==> src/rtl/iluminacao_pkg.sv <==
// Shared types and constants for the lighting controller.
package iluminacao_pkg;

    localparam int CNT_W = 16;

    typedef enum logic [2:0] {
        DESLIGADA     = 3'd0,
        LIGADA_AUTO   = 3'd1,
        LIGADA_MANUAL = 3'd2,
        INIBIDA       = 3'd3
    } estado_t;

    // Moore output pair {lamp, timer enable} for a given state.
    function automatic logic [1:0] moore_out(input estado_t s);
        logic [1:0] o;
        o = 2'b00;
        case (s)
            LIGADA_AUTO:   o = 2'b11;
            LIGADA_MANUAL: o = 2'b10;
            default:       o = 2'b00;
        endcase
        return o;
    endfunction

endpackage

==> src/rtl/controle_iluminacao_debouncer.sv <==
// Push-button debouncer: accepts a level change after DEBOUNCE_T consecutive
// differing samples and emits a one-cycle press pulse on each accepted 0->1 flip.
module debouncer
    import iluminacao_pkg::*;
#(
    parameter int unsigned DEBOUNCE_T = 50
) (
    input  logic clk,
    input  logic rst_n,
    input  logic din,
    output logic press
);

    localparam logic [CNT_W-1:0] DEB_LAST = CNT_W'(DEBOUNCE_T - 1);

    logic             stable;
    logic [CNT_W-1:0] count;

    // The pulse is registered on the same edge that flips the stable level.
    always_ff @(posedge clk) begin
        if (!rst_n) begin
            stable <= 1'b0;
            count  <= '0;
            press  <= 1'b0;
        end else begin
            press <= 1'b0;
            if (din == stable) begin
                count <= '0;
            end else if (count == DEB_LAST) begin
                stable <= din;
                count  <= '0;
                press  <= din;
            end else begin
                count <= count + 1'b1;
            end
        end
    end

endmodule

==> src/rtl/controle_iluminacao.sv <==
// Lighting controller FSM: manual/automatic lamp control with post-switch-off
// infrared inhibit. Optional manual-mode timeout enabled by MANUAL_TIMEOUT_EN.
module controle_iluminacao
    import iluminacao_pkg::*;
#(
    parameter int unsigned DEBOUNCE_T   = 50,
    parameter int unsigned INHIBIT_T    = 1000,
    parameter int unsigned MANUAL_MAX_T = 60000
) (
    input  logic clk,
    input  logic rst_n,
    input  logic push_button,
    input  logic infravermelho,
    input  logic C,
    output logic L,
    output logic enable_timer
);

    localparam logic [CNT_W-1:0] INH_LAST = CNT_W'(INHIBIT_T - 1);

    if (DEBOUNCE_T < 1 || DEBOUNCE_T > 65535) begin : g_bad_debounce
        $fatal(1, "DEBOUNCE_T out of range");
    end
    if (INHIBIT_T < 1 || INHIBIT_T > 65535) begin : g_bad_inhibit
        $fatal(1, "INHIBIT_T out of range");
    end
    if (MANUAL_MAX_T < 1 || MANUAL_MAX_T > 65535) begin : g_bad_manual
        $fatal(1, "MANUAL_MAX_T out of range");
    end

    estado_t          state;
    logic [CNT_W-1:0] count;
    logic             press;

    debouncer #(
        .DEBOUNCE_T(DEBOUNCE_T)
    ) u_debouncer (
        .clk  (clk),
        .rst_n(rst_n),
        .din  (push_button),
        .press(press)
    );

`ifdef MANUAL_TIMEOUT_EN
    localparam logic [CNT_W-1:0] MAN_LAST = CNT_W'(MANUAL_MAX_T - 1);
`endif

    // Outputs are registered from the state being entered, so they stay Moore.
    always_ff @(posedge clk) begin
        if (!rst_n) begin
            state        <= DESLIGADA;
            count        <= '0;
            L            <= 1'b0;
            enable_timer <= 1'b0;
        end else begin
            case (state)
                DESLIGADA: begin
                    if (press) begin
                        state <= LIGADA_MANUAL;
                        count <= '0;
                        {L, enable_timer} <= moore_out(LIGADA_MANUAL);
                    end else if (infravermelho) begin
                        state <= LIGADA_AUTO;
                        count <= '0;
                        {L, enable_timer} <= moore_out(LIGADA_AUTO);
                    end else begin
                        {L, enable_timer} <= moore_out(DESLIGADA);
                    end
                end
                LIGADA_AUTO: begin
                    if (press) begin
                        state <= INIBIDA;
                        count <= '0;
                        {L, enable_timer} <= moore_out(INIBIDA);
                    end else if (C) begin
                        state <= DESLIGADA;
                        count <= '0;
                        {L, enable_timer} <= moore_out(DESLIGADA);
                    end else begin
                        {L, enable_timer} <= moore_out(LIGADA_AUTO);
                    end
                end
                LIGADA_MANUAL: begin
                    if (press) begin
                        state <= INIBIDA;
                        count <= '0;
                        {L, enable_timer} <= moore_out(INIBIDA);
`ifdef MANUAL_TIMEOUT_EN
                    end else if (count == MAN_LAST) begin
                        state <= DESLIGADA;
                        count <= '0;
                        {L, enable_timer} <= moore_out(DESLIGADA);
                    end else begin
                        if (count != '1) begin
                            count <= count + 1'b1;
                        end
                        {L, enable_timer} <= moore_out(LIGADA_MANUAL);
                    end
`else
                    end else begin
                        {L, enable_timer} <= moore_out(LIGADA_MANUAL);
                    end
`endif
                end
                INIBIDA: begin
                    if (press) begin
                        state <= LIGADA_MANUAL;
                        count <= '0;
                        {L, enable_timer} <= moore_out(LIGADA_MANUAL);
                    end else if (count == INH_LAST) begin
                        state <= DESLIGADA;
                        count <= '0;
                        {L, enable_timer} <= moore_out(DESLIGADA);
                    end else begin
                        if (count != '1) begin
                            count <= count + 1'b1;
                        end
                        {L, enable_timer} <= moore_out(INIBIDA);
                    end
                end
                default: begin
                    state <= DESLIGADA;
                    count <= '0;
                    {L, enable_timer} <= moore_out(DESLIGADA);
                end
            endcase
        end
    end

endmodule

==> config.mk <==
export PLATFORM = sky130hd
export DESIGN_NAME = controle_iluminacao
export DESIGN_NICKNAME = d
export VERILOG_FILES = /design/src/rtl/iluminacao_pkg.sv /design/src/rtl/controle_iluminacao_debouncer.sv /design/src/rtl/controle_iluminacao.sv
export SDC_FILE = /design/constraint.sdc
export NUM_CORES = 1
export LEC_CHECK = 0
export CAP_MARGIN = 40
export CORE_ASPECT_RATIO = 1.5
export CORE_UTILIZATION = 55
export CTS_BUF_LIST = sky130_fd_sc_hd__clkbuf_8
export DETAILED_ROUTE_END_ITERATION = 10
export GPL_ROUTABILITY_DRIVEN = 0
export PLACE_DENSITY = 0.73
export SLEW_MARGIN = 25
export SYNTH_ARGS = -nofsm -noshare
export SYNTH_HDL_FRONTEND = slang
export SYNTH_SLANG_ARGS = --single-unit
==> constraint.sdc <==
create_clock -name clk -period 3.3 [get_ports clk]
set_clock_uncertainty 0.2 [all_clocks]
set_input_delay 0.99 -clock clk [delete_from_list [all_inputs] [get_ports clk]]
set_output_delay 0.99 -clock clk [all_outputs]
set_load 0.005 [all_outputs]
; Word-level counts from Yosys, hierarchy flattened
; Cells that the tools add are included.
[totals]
output_inout_bits = 2
register_bits = 39
[classes]
bitwise = 3
addsub = 2
muxes = 26
n_reduce_logical = 6
n_eq_ne = 12
[op_table]
columns = op, count
row1 = 2-to-1 mux 16 bit, 8
row2 = case mux 16 bit (4 select lines), 1
row3 = "adder 16 x 1 -> 16 bit, second input constant", 2
row4 = 2-to-1 mux 3 bit, 7
row5 = "== test 16 x 10 -> 1 bit, second input constant", 1
row6 = "== test 16 x 6 -> 1 bit, second input constant", 1
row7 = "inequality test 16 bit, second input constant", 1
row8 = case mux 3 bit (4 select lines), 1
row9 = "inequality test 3 x 2 -> 1 bit, second input constant", 3
row10 = AND reduction 4 bit, 2
row11 = 2-to-1 mux 1 bit, 7
row12 = "== test 3 x 2 -> 1 bit, second input constant", 2
row13 = OR reduction 3 bit, 2
row14 = "inequality test 4 x 3 -> 1 bit, second input constant", 1
row15 = case mux 1 bit (4 select lines), 1
row16 = "== test 3 x 1 -> 1 bit, second input constant", 1
row17 = zero test 3 bit, 1
row18 = inverter 1 bit, 3
row19 = "inequality test 2 x 1 -> 1 bit, second input constant", 1
row20 = case mux 1 bit (2 select lines), 1
row21 = AND reduction 2 bit, 1
row22 = == test 1 bit, 1

; Logic depth before layout (Yosys ltp)
; Gate-level depths: netlist of the first run.
[depth]
ltp_word = 5
mapped_depth = 7
mapped_depth_nobuf = 6

; Modules after synthesis
; A second synthesis of the first run with hierarchy kept.
[hier_totals]
cells_unflattened = 230
hier_area_um2 = 1950.6
[by_module_without_submodules]
columns = mod, cells_per_inst, n_inst, seq_area_each_um2, area_each_um2
row1 = controle_iluminacao, 141, 1, 400.4, 1144.8
row2 = debouncer, 89, 1, 360.3, 805.8

; Worst setup path before layout of the first run
; Ideal clock, no wire load.
[synth_path]
path_kind = register to register
from = register count[0]
to = register count[9]
setup_ns = 0.116
path_slack_ns = 0.881
path_stages_with_launch = 8
t_arrival_ns = 2.103
period_less_slack_ns = 2.419
path_cell_list = dfxtp_1 ha_1 nand4_2 or4_1 buf_2 or3_1 nor3b_1 o211a_1
[synth_between]
elab_chain_len = 5
word_cells_on_any_way = 9
classes_between = 1 x add/sub / 3 x eq/ne / 4 x mux / 1 x reduce/logical
[synth_rtl]
columns = item, line_no
row1 = from (decl), controle_iluminacao.sv:32  ; logic [CNT_W-1:0] count;
row2 = from (signal assigned), controle_iluminacao.sv:116  ; count <= count + 1'b1;
row3 = adder 16 x 1 -> 16 bit, controle_iluminacao.sv:116
row4 = 2-to-1 mux 16 bit, controle_iluminacao.sv:115  ; if (count != '1) begin
row5 = 2-to-1 mux 16 bit, controle_iluminacao.sv:110  ; end else if (count == INH_LAST) begin
row6 = 2-to-1 mux 16 bit, controle_iluminacao.sv:106  ; if (press) begin
row7 = case mux 16 bit (4 select lines), controle_iluminacao.sv:56  ; case (state)
; Several ways; a longest one is shown, not always the timed one. The select of a mux whose other input is x is not followed.
; A chain may end at the register's enable or synchronous reset.

; Final worst setup path of the first run
; Same ends and word-level chain as after synthesis.

==> flow_summary.json, run 1 <==
{
  "syn_inst": 230,
  "rsz0062_at_grt": "false",
  "r2r_slack_ns": 0.48,
  "synth_edf_count": 0,
  "grt_pass1_vias": 1629,
  "die_w_um": 50.46,
  "max_freq_ghz": 0.3548,
  "ff_latch_area_um2": 760.7,
  "grt_antenna_before_repair": 0,
  "postRouteAntennaNets": 0,
  "cts-resized-gates": 0,
  "layout-area-overhead-vs-synth_pct": 9.625,
  "outcome": "finished clean",
  "end_kind": "flop",
  "layout_setup_ws_ns": 0.4814,
  "avgRoutedWirePerCell_um": 15.03,
  "diodes": 0,
  "comb_power_share_pct": 12.1,
  "dieArea_um2": 3768,
  "internal_power_w": 0.0006807,
  "cts-hold-fix-buffers": 0,
  "via_per_inst": 6.089,
  "hold_start": "u_debouncer.stable$_SDFFE_PN0P_",
  "timing.final.crit_share_pct": 85.41,
  "synth-seq-cells": 38,
  "yosysUniqueCellTypes": 47,
  "io_pins": 7,
  "p_clk_share_pct": 35.6,
  "grt_max_degree": 17,
  "worst_slew_pin_slew_ns": 0.7680,
  "setup_tns_ns": 0,
  "peakVddDrop_mv": 0.2509,
  "clk_root_buffer_cell": "clkbuf_8",
  "clkLatencyLatePin_ns": 0.29,
  "fillers": 323,
  "drtIter0Drc": 50,
  "cp.arrival_ns": 2.80,
  "final_cell_mix": "38 x dfxtp_1, 30 x nor2_1, 23 x nand2_1",
  "setup_viol": 0,
  "required_ns": 3.28,
  "multi_input_area_um2": 1121,
  "min_to": "u_debouncer.press$_SDFF_PP0_",
  "core_um2": 3383,
  "syn_area_um2": 1937,
  "holdPathStages": 1,
  "crit_chain": "ha_1 > nand4_2 > or4_1 > or3_1 > nor3b_1 > o211a_1",
  "dp_slack_ns": 0.1957,
  "finalWirelength_um": 4208,
  "die_height_um": 74.68,
  "final_common_cell": "dfxtp_1",
  "slew_headroom_pct": 48.33,
  "synth_nets": 238,
  "leakagePower_nw": 0.7194,
  "ys_warn_count": 0,
  "grt_pass1_wl_um": 6941,
  "crit_fanout": 9,
  "synthFlopType": "dfxtp_1",
  "cts_buffers": 5,
  "cp_slowest_cell": "or4_1",
  "rr_worst_depth": 6,
  "drc": 0,
  "overflow": 0,
  "gr-usage-all-layers_pct": 24.60,
  "numPortBuffers": 6,
  "fin_crit_ns": 2.819,
  "drv_cap": 0,
  "seq_area_frac_synth_pct": 39.28,
  "syn_area_per_cell_um2": 8.421,
  "cts.sinks": 38,
  "async_flop_share_pct": 0,
  "path_class": "flop to flop",
  "p_seq_share_pct": 52.3,
  "cts_setup_buffers": 0,
  "cts_tree": "built",
  "reg2reg_from": "count[0]$_SDFFE_PN0P_",
  "initial_core_util_pct": 57.25,
  "num-nets-final": 245,
  "place_area_um2": 2032,
  "slew_viol_final": 0,
  "cellPowerDensity_nw_per_um2": 434.6,
  "slowest_delay_ns": 0.76,
  "h-tree-depth": 2,
  "r2r-end": "count[9]$_SDFFE_PN0P_",
  "clockBufferDepth": 2,
  "first_pass_iters": 4,
  "fp-row-count": 26,
  "drive_gt1_share_pct": 8.824,
  "critPathLaunchType": "flop",
  "stdcell_area_um2": 2123,
  "swShare_pct": 26.22,
  "switchingPower_w": 0.0002420,
  "dp_hpwl_um": 3067,
  "path_clk_slew_ns": 0.07,
  "hold_viol_final": 0,
  "hold_class": "flop to flop",
  "dr_total_vias": 1705
}
-- worst max-delay path by stage --
stage | startpoint | endpoint | slack, ns | cells after the start
after floorplan | count[0]$_SDFFE_PN0P_ | count[9]$_SDFFE_PN0P_ | 0.88 | 7
after global placement | C | count[5]$_SDFFE_PN0P_ | 0.26 | 6
after detailed placement | C | count[5]$_SDFFE_PN0P_ | 0.20 | 6
after CTS | count[0]$_SDFFE_PN0P_ | count[9]$_SDFFE_PN0P_ | 0.51 | 6
after global routing | C | count[5]$_SDFFE_PN0P_ | 0.30 | 6
final | count[0]$_SDFFE_PN0P_ | count[9]$_SDFFE_PN0P_ | 0.48 | 6
-- cells by family (layout without fill, tap and decap cells) --
family,after synthesis,after routing,share of synthesized area [%]
and+or+nand+nor,119,119,33.92
DFF,38,38,39.28
AOI/OAI and AO/OA,33,33,11.24
xor gates and xnor gates,17,17,7.688
buffers and inverters,14,22,2.842
muxes,6,6,3.101
adders and majority gates,3,3,1.938
-- critical path, delay by kind of cell (launching register included) --
kind	cells	cell delay, ns
DFF	1	0.40
and+or+nand+nor	4	1.62
adders and majority gates	1	0.28
AOI/OAI and AO/OA	1	0.21
-- sequential cells by signal (all words and copies together), names as in the netlist --
register and flops:
u_debouncer.stable 1, u_debouncer.count 16, count 16, u_debouncer.press 1, L 1, enable_timer 1, state 2
-- per-layer routing --
layer | routed length (µm) | global-route usage, %
met4 | 150 | 15.12
met3 | 158 | 5.051
met5 | 0 | 0
met2 | 2198 | 46.96
met1 | 1699 | 23.88
-- synth_stat cells (all sizes together) (3+ instances only) --
cell type / instances / share of area [%]
a211oi: 3 / 1.2
a21oi: 8 / 2.1
a31oi: 4 / 1.3
and3: 5 / 1.6
and4: 3 / 1.4
clkbuf: 6 / 1.2
dfxtp: 38 / 39
ha: 3 / 1.9
inv: 6 / 1.2
mux2i: 6 / 3.1
nand2: 23 / 4.5
nand3: 12 / 3.7
nand4: 10 / 3.6
nor2: 31 / 6.1
nor3: 9 / 2.3
nor4: 7 / 3.0
o21ai: 7 / 2.0
or3: 4 / 1.6
or4: 5 / 1.9
xnor2: 8 / 3.6
xor2: 9 / 4.1
-- power by group through the flow --
stage	registers, W	logic (W)	clock network (W)
floorplan	0.000482	0.0000877	0
global placement	0.000493	0.000111	0
detailed placement	0.000493	0.000112	0
CTS	0.000482	0.000112	0.000338
global route	0.000485	0.000124	0.000362
finish	0.000482	0.000112	0.000329
-- final cells by class --
| type | count | share of cell area [%] |
|---|---|---|
| Inverter | 6 | 1.061 |
| Timing Repair Buffer | 8 | 3.536 |
| Tap cell | 42 | 2.475 |
| Clock inverter | 2 | 0.4125 |
| Sequential cell | 38 | 35.83 |
| Multi-Input combinational cell | 178 | 52.80 |
| Clock buffer | 6 | 3.889 |
-- through the flow --
| stage | total power [W] | hold WS (ns) | util (%) | instances |
|---|---|---|---|---|
| after global routing | 0.0009716 | 0.2700 | 62.76 | 280 |
| after detailed placement | 0.0006052 | 0.2592 | 60.06 | 272 |
| final | 0.0009227 | 0.2613 | 62.76 | 280 |
| after CTS | 0.0009323 | 0.2690 | 62.76 | 280 |
| after global placement | 0.0006036 | 0.2495 | 60.06 | 272 |
| after floorplan | 0.0005696 | 0.2388 | - | 230 |
Note: power is estimated with default switching activity, not from simulation.
==> inputs of run 2 (changes only) <==
--- a/config.mk
+++ b/config.mk
@@ -7,6 +7,7 @@
 export LEC_CHECK = 0
 export CAP_MARGIN = 40
 export CORE_ASPECT_RATIO = 1.5
+export CORE_MARGIN = 3
 export CORE_UTILIZATION = 55
 export CTS_BUF_LIST = sky130_fd_sc_hd__clkbuf_8
 export DETAILED_ROUTE_END_ITERATION = 10
==> flow_summary.json, run 2 (synthesis results as in run 1) <==
{
  "core_um2": 3253,
  "cts_setup_buffers": 0,
  "hold_class": "flop to flop",
  "cts_tree": "built",
  "cts-resized-gates": 0,
  "clkLatencyLatePin_ns": 0.29,
  "postRouteAntennaNets": 0,
  "h-tree-depth": 2,
  "io_pins": 7,
  "critPathLaunchType": "input port",
  "cp.arrival_ns": 2.89,
  "drive_gt1_share_pct": 10.37,
  "drc": 0,
  "setup_viol": 0,
  "fp-row-count": 25,
  "reg.largest.list": "count (16), u_debouncer.count (16), state (2)",
  "grt_max_degree": 17,
  "place_area_um2": 2052,
  "finalWirelength_um": 4342,
  "dp_hpwl_um": 3212,
  "worst_slew_pin_slew_ns": 0.7716,
  "final_common_cell": "dfxtp_1",
  "layout-area-overhead-vs-synth_pct": 13.31,
  "rsz0062_at_grt": "false",
  "via_per_inst": 6.231,
  "leakagePower_nw": 0.7529,
  "clk_root_buffer_cell": "clkbuf_8",
  "final_cell_mix": "38 x dfxtp_1, 30 x nor2_1, 23 x nand2_1",
  "outcome": "finished clean",
  "cellPowerDensity_nw_per_um2": 495.2,
  "die_w_um": 54.46,
  "grt_pass1_wl_um": 7548,
  "drv_cap": 0,
  "grt_pass1_vias": 1706,
  "cts-hold-fix-buffers": 0,
  "cts_buffers": 5,
  "whs_ns": 0.2757,
  "grt_antenna_before_repair": 0,
  "avgRoutedWirePerCell_um": 15.45,
  "slew_headroom_pct": 48.09,
  "first_pass_iters": 6,
  "setup_tns_ns": 0,
  "max_freq_ghz": 0.3510,
  "num-nets-final": 248,
  "path_class": "input port to flop",
  "holdPathStages": 1,
  "timing.final.crit_share_pct": 86.33,
  "stdcell_area_um2": 2195,
  "diodes": 0,
  "overflow": 0,
  "fillers": 284,
  "hold_viol_final": 0,
  "dieArea_um2": 4285,
  "die_height_um": 78.68,
  "initial_core_util_pct": 59.54,
  "cts.sinks": 38,
  "dr_total_vias": 1751,
  "gr-usage-all-layers_pct": 23.74,
  "fin_crit_ns": 2.849,
  "end_kind": "flop",
  "crit_fanout": 15,
  "r2r_slack_ns": 0.68,
  "slew_viol_final": 0,
  "required_ns": 3.34,
  "clockBufferDepth": 2,
  "rr_worst_depth": 6,
  "peakVddDrop_mv": 0.5533,
  "numPortBuffers": 6,
  "path_clk_slew_ns": 0.08,
  "drtIter0Drc": 59
}
run 2: cell count changes in the layout (fill, tap and decap cells not counted):
cell and delta:
buf_4 +3, bufinv_16 +2, clkinv_2 -1, inv_1 -1
run 2: per-stage QoR:
step | setup WS (ns) | power [W] | util, % | cells
CTS | 0.4766 | 0.001094 | 67.46 | 281
detailed placement | 0.1787 | 0.0006065 | 63.08 | 273
finish | 0.4512 | 0.001087 | 67.46 | 281
global route | 0.2879 | 0.001131 | 67.46 | 281
global placement | 0.2702 | 0.0006011 | 63.08 | 273
floorplan | 0.8809 | 0.0005696 | - | 230
run 2: area by class of cell:
type | instances | area, µm² | area share, %
Tap cell | 40 | 50.05 | 2.281
Inverter | 6 | 22.52 | 1.026
Sequential cell | 38 | 760.7 | 34.66
Multi-Input combinational cell | 178 | 1121 | 51.08
Clock buffer | 6 | 82.58 | 3.763
Clock inverter | 2 | 60.06 | 2.737
Timing Repair Buffer | 11 | 97.59 | 4.447
run 2: worst max-delay path: stages:
cell,delay (ns)
clkdlybuf4s50_1,0.43
nor4b_1,0.46
a21o_1,0.44
nor4_1,0.14
a31oi_1,0.22
o221a_2,0.20
run 2: path summary, 6_finish.rpt:
kind,to,start
min,u_debouncer.press$_SDFF_PP0_,u_debouncer.stable$_SDFFE_PN0P_
min reg2reg,u_debouncer.press$_SDFF_PP0_,u_debouncer.stable$_SDFFE_PN0P_
max reg2reg,count[9]$_SDFFE_PN0P_,count[0]$_SDFFE_PN0P_
max,count[5]$_SDFFE_PN0P_,C
run 2: report_power, final:
group	internal (W)	total, W	switching (W)
logic	0.0000480	0.000115	0.0000670
clock network	0.000322	0.000490	0.000167
registers	0.000468	0.000482	0.0000143
total	0.000838	0.00109	0.000248
run 2: routing by layer:
layer	part of all wire, %	routed length [µm]	up-vias	GRT usage, %
met2	56	2412	57	41.97
met1	38	1645	830	24.56
met3	4.3	187	8	5.313
li1	-	-	856	-
met4	2.2	97	0	12.22
met5	0	0	-	0
